### src/rtl/cache_trace_sim.sv
// cache_trace_sim: direct-mapped cache hit/miss classifier with running statistics.
// It watches one CPU access stream (instruction fetch or data memory).
// Each accepted access is classified one cycle later. A miss allocates the line.
// A flush invalidates one line per cycle.
// Optional build macro: CACHE_SIM_NO_WRITE_ALLOC_EN adds acc_we_i.
// With it, write misses are counted but do not allocate.
//
// state | meaning
// IDLE  | accepting accesses, classifying against the tag store
// FLUSH | walking every line from index 0 upward and clearing its valid bit
module cache_trace_sim #(
  parameter int ADDR_W   = 32,
  parameter int OFFSET_W = 4,
  parameter int INDEX_W  = 4,
  parameter int CNT_W    = 16
) (
  input  logic              clk_i,
  input  logic              rst_i,
  input  logic              acc_valid_i,
  input  logic [ADDR_W-1:0] acc_addr_i,
`ifdef CACHE_SIM_NO_WRITE_ALLOC_EN
  input  logic              acc_we_i,
`endif
  output logic              acc_ready_o,
  input  logic              flush_i,
  output logic              res_valid_o,
  output logic              res_hit_o,
  output logic              busy_o,
  output logic [CNT_W-1:0]  acc_cnt_o,
  output logic [CNT_W-1:0]  hit_cnt_o,
  output logic [CNT_W-1:0]  miss_cnt_o
);

  localparam int TAG_W = ADDR_W - OFFSET_W - INDEX_W;
  localparam int LINES = 1 << INDEX_W;

  typedef enum logic {IDLE, FLUSH} state_t;

  state_t               state;
  state_t               state_nxt;
  logic [INDEX_W-1:0]   flush_idx;
  logic [LINES-1:0]     line_valid;
  logic [TAG_W-1:0]     tag_mem [LINES];

  logic [INDEX_W-1:0]   index;
  logic [TAG_W-1:0]     tag;
  logic                 lookup_hit;
  logic                 accept;
  logic                 alloc;
  logic                 flush_last;
  logic                 unused_offset;

  assign index         = acc_addr_i[OFFSET_W+INDEX_W-1:OFFSET_W];
  assign tag           = acc_addr_i[ADDR_W-1:OFFSET_W+INDEX_W];
  assign unused_offset = ^acc_addr_i[OFFSET_W-1:0];

  // The tag store already holds the fill from the previous accepted access.
  // Back-to-back accesses to the same block therefore hit.
  assign lookup_hit = line_valid[index] && (tag_mem[index] == tag);
  assign accept     = acc_valid_i && acc_ready_o;
  assign flush_last = (flush_idx == INDEX_W'(LINES - 1));

`ifdef CACHE_SIM_NO_WRITE_ALLOC_EN
  assign alloc = accept && !lookup_hit && !acc_we_i;
`else
  assign alloc = accept && !lookup_hit;
`endif

  // State register.
  always_ff @(posedge clk_i or negedge rst_i) begin
    if (!rst_i) state <= IDLE;
    else        state <= state_nxt;
  end

  // Next state and handshake. Ready is held low while reset is asserted.
  // A flush request takes priority over a simultaneous access.
  always_comb begin
    state_nxt   = state;
    acc_ready_o = 1'b0;
    busy_o      = 1'b0;
    case (state)
      IDLE: begin
        acc_ready_o = rst_i && !flush_i;
        if (flush_i) state_nxt = FLUSH;
      end
      FLUSH: begin
        busy_o = 1'b1;
        if (flush_last) state_nxt = IDLE;
      end
      default: state_nxt = IDLE;
    endcase
  end

  // Flush line pointer, restarted at 0 on flush entry.
  always_ff @(posedge clk_i or negedge rst_i) begin
    if (!rst_i) begin
      flush_idx <= '0;
    end else if (state == IDLE) begin
      flush_idx <= '0;
    end else begin
      flush_idx <= flush_idx + 1'b1;
    end
  end

  // Line valid bits: cleared by reset or by the flush walk, set on allocation.
  always_ff @(posedge clk_i or negedge rst_i) begin
    if (!rst_i) begin
      line_valid <= '0;
    end else if (state == FLUSH) begin
      line_valid[flush_idx] <= 1'b0;
    end else if (alloc) begin
      line_valid[index] <= 1'b1;
    end
  end

  // Tag store. Its contents are meaningless until the matching valid bit is set.
  always_ff @(posedge clk_i) begin
    if (alloc) tag_mem[index] <= tag;
  end

  // Registered classification result, one pulse per accepted access.
  always_ff @(posedge clk_i or negedge rst_i) begin
    if (!rst_i) begin
      res_valid_o <= 1'b0;
      res_hit_o   <= 1'b0;
    end else begin
      res_valid_o <= accept;
      res_hit_o   <= accept && lookup_hit;
    end
  end

  // Saturating statistics. Each counter sticks at all-ones on its own.
  always_ff @(posedge clk_i or negedge rst_i) begin
    if (!rst_i) begin
      acc_cnt_o  <= '0;
      hit_cnt_o  <= '0;
      miss_cnt_o <= '0;
    end else if (accept) begin
      if (acc_cnt_o != '1) acc_cnt_o <= acc_cnt_o + 1'b1;
      if (lookup_hit) begin
        if (hit_cnt_o != '1) hit_cnt_o <= hit_cnt_o + 1'b1;
      end else begin
        if (miss_cnt_o != '1) miss_cnt_o <= miss_cnt_o + 1'b1;
      end
    end
  end

endmodule

### config.mk
export PLATFORM = sky130hd
export DESIGN_NAME = cache_trace_sim
export DESIGN_NICKNAME = d
export VERILOG_FILES = /design/src/rtl/cache_trace_sim.sv
export SDC_FILE = /design/constraint.sdc
export NUM_CORES = 1
export LEC_CHECK = 0
export BUFFER_PORTS_ARGS = -buffer_cell sky130_fd_sc_hd__clkbuf_2
export CAP_MARGIN = 10
export CORE_ASPECT_RATIO = 1.25
export CORE_MARGIN = 2
export CORE_UTILIZATION = 61
export CTS_BUF_LIST = sky130_fd_sc_hd__clkbuf_16
export DETAILED_ROUTE_END_ITERATION = 12
export PLACE_DENSITY_LB_ADDON = 0.1
export SLEW_MARGIN = 20
export SYNTH_ARGS = -nofsm -noshare
export SYNTH_HDL_FRONTEND = slang
export SYNTH_SLANG_ARGS = --single-unit
### constraint.sdc
create_clock -name clk_i -period 6.1 [get_ports clk_i]
set_input_delay 1.83 -clock clk_i [delete_from_list [all_inputs] [get_ports clk_i]]
set_output_delay 1.83 -clock clk_i [all_outputs]
set_load 0.02 [all_outputs]
==> results_dict.tcl <==
set metrics [dict create \
    maxSlewViolCount 0 \
    slew_headroom 0.261 \
    worstPathRequired_ns 6.24 \
    first_pass_iters 5 \
    dpl_cell_area_um2 20300 \
    cts_root_buffer "clkbuf_16" \
    switching_share 0.222 \
    syn_nets 1137 \
    drv_cap 0 \
    syn_to_final_growth_pct 14.5 \
    antenna_left 0 \
    holdWs_ns 0.478 \
    yosysTopAreaCellShare 0.612 \
    drc 0 \
    pin_count 88 \
    gp_congestion 0.892 \
    hpwl_mm 26.5 \
    wire_per_inst_um 25.4 \
    via_count 10715 \
    async_reset_ff_frac 0.156 \
    met1_length_mm 16.5 \
    netlist_area_um2 18800 \
    worst_pin_slew_ns 1.11 \
    start_util 0.622 \
    grt_pass1_wl_mm 64.6 \
    timing.fmax_mhz 187 \
    yosys.cell_types.count 64 \
    fin_crit_ns 5.35 \
    clock_sinks 455 \
    min_period_over_period 0.877 \
    drive_above_1_share 0.245 \
    track_usage 0.269 \
    grt_max_degree 72 \
    skew_ns 0.0145 \
    post_cts_buffers 0 \
    path_class "in -> reg" \
    synthFlopType "edfxtp_1" \
    layout_setup_ws_ns 0.753 \
    power_density_nw_per_um2 296 \
    synth_top_family_by_area "multiplexers" \
    yosysWarnings 0 \
    arrival_ns 5.49 \
    clkTransAtPathRegs_ns 0.06 \
    drt-initial-drc-count 1080 \
    final_area_um2 21600 \
    leakage_nw 8.06 \
    cts_buffers 42 \
    dieHeight_um 201 \
    critPathCaptureType "flop" \
    nFillCells 1959 \
    syn_inst 1094 \
    final_cell_mix "edfxtp_1, clkbuf_2, mux2i_1, dfrtp_1, mux4_2" \
    dr_wl_met2_mm 22.0 \
    clockBufferDepth 3 \
    synthXorXnorAreaFrac 0.0311 \
    grt_overflow 0 \
    hp-class "reg -> reg" \
    clkLatencyLatePin_ns 0.53 \
    pwr-share-clk 0.380 \
    synth_simple_gate_area_frac 0.0631 \
    wl_mm 42.6 \
    netlist_top_cells_area "edfxtp_1, dfrtp_1, mux4_2" \
    met3_length_mm 2.90 \
    synth_fa_ha_area_frac 0.00465 \
    rsz0062_at_grt "no" \
    top_layer_used "met4" \
    final-setup-viol-count 0 \
    mostFrequentLayoutCell "edfxtp_1" \
    synth.ff_latch_count 455 \
    synth-compound-area-share 0.0477 \
    tns_ns 0 \
    crit_fanout 47 \
    layout.nets 1287 \
    port_buffers 83 \
    ys_seq_area_frac 0.706 \
    viasPerCell 6.39 \
    htreeDepth 2 \
    seqPwrFrac 0.542 \
    placementRows 71 \
    coreArea_um2 30300 \
    power.switching_mw 1.42 \
    dieArea_um2 32300 \
    cts_repair_resize_count 0 \
    holdBufCountCts 0 \
    diodes 0 \
    final_hold_viol_count 0 \
    internal-power_mw 4.97 \
    dp_slack_ns 0.174 \
    status "finished, final reports clean" \
    cts_tree "built" \
    antenna_found_initial 0 \
    yosys-mux-area-fraction 0.125 \
    final_util 0.712 \
    die-width_um 161 \
    syn_avg_cell_area_um2 17.2 \
    grt_pass1_vias 10818 \
    synth_top_area_cell "edfxtp_1" \
    vdd_drop_max_uv 190 \
    comb_power_share 0.078 \
    synth-edff-count 384 \
    cp-start-kind "input pin" \
]
## critical path, cell delays in order
cell and delay [ns]:
buf_6 0.46, buf_12 0.27, buf_12 0.14, mux2i_1 0.07, a22o_1 0.23, a221oi_1 0.30
xor2_1 0.28, o31ai_1 0.12, o2111ai_1 0.23, nor3_4 0.10, or3_1 0.48, nor2_4 0.91
## flip-flops by register name, indices dropped and copies added (netlist names)
signal / count
line_valid: 16
hit_cnt_o: 16
flush_idx: 4
res_valid_o: 1
tag_mem: 384
miss_cnt_o: 16
res_hit_o: 1
acc_cnt_o: 16
state: 1
## metrics by stage
step | power, mW | cells
after floorplan | 3.83 | 1094
after global placement | 4.01 | 1601
after detailed placement | 4.02 | 1601
after CTS | 6.42 | 1676
after global routing | 6.60 | 1676
final | 6.39 | 1676
## cell usage after synthesis, types with 7 or more instances
cell type and count:
clkbuf_1 9, nor4_1 21, inv_1 23, nor3_1 22, a21o_1 15, nand4_1 9, a221oi_1 9, mux2_2 17
mux2i_1 75, dfrtp_1 71, a22o_1 9, a211oi_1 10, mux4_2 62, nand3_1 35, a22oi_1 16, buf_2 11
nor2b_1 11, xor2_1 45, and2_1 11, xnor2_1 22, nand2_1 55, ha_1 7, nor2_1 21, and3_1 13
o22ai_1 9, buf_4 13, a21oi_1 8, buf_6 10, edfxtp_1 384
## power groups by stage
stage	Combinational [mW]	Clock, mW	Sequential, mW
after floorplan	0.297	0	3.53
after global placement	0.489	0	3.52
after detailed placement	0.498	0	3.53
after CTS	0.502	2.46	3.46
after global routing	0.544	2.59	3.47
final	0.499	2.43	3.46
## path summary, 6_finish.rpt
kind	from	to	slack, ns	cells past startpoint
min in group asynchronous	rst_i	state	1.53	2
max in group asynchronous	rst_i	acc_cnt_o[11]	4.01	2
worst min-delay path	line_valid[15]	line_valid[15]	0.48	1
worst min register to register	line_valid[15]	line_valid[15]	0.48	1
worst max register to register	tag_mem[8][21]	hit_cnt_o[1]	2.36	10
worst max-delay path	acc_addr_i[4]	tag_mem[4][14]	0.75	12
## logic make-up (layout without fill, tap and decap cells)
| kind of cell | after synthesis | in the layout |
|---|---|---|
| fa+ha+maj | 7 | 7 |
| compound gates | 116 | 116 |
| xor+xnor | 67 | 67 |
| flops | 455 | 455 |
| simple gates | 225 | 225 |
| buf+inv | 69 | 250 |
| mux | 155 | 155 |
## cell type report
class | instances | area, um^2 | share of cell area
timing repair buffer | 152 | 1150 | 0.0535
clock inverter | 32 | 188 | 0.00870
tap | 401 | 502 | 0.0233
inverter | 23 | 86.3 | 0.00400
sequential | 455 | 13300 | 0.617
clock buffer | 43 | 1080 | 0.0499
multi-input combinational | 570 | 5260 | 0.244
## layer usage
layer,up-vias,global-route usage
met4,0,0.0867
met2,452,0.462
met5,-,0
li1,4642,-
met3,79,0.0329
met1,5542,0.364
Power figures use the tool's default switching activity.
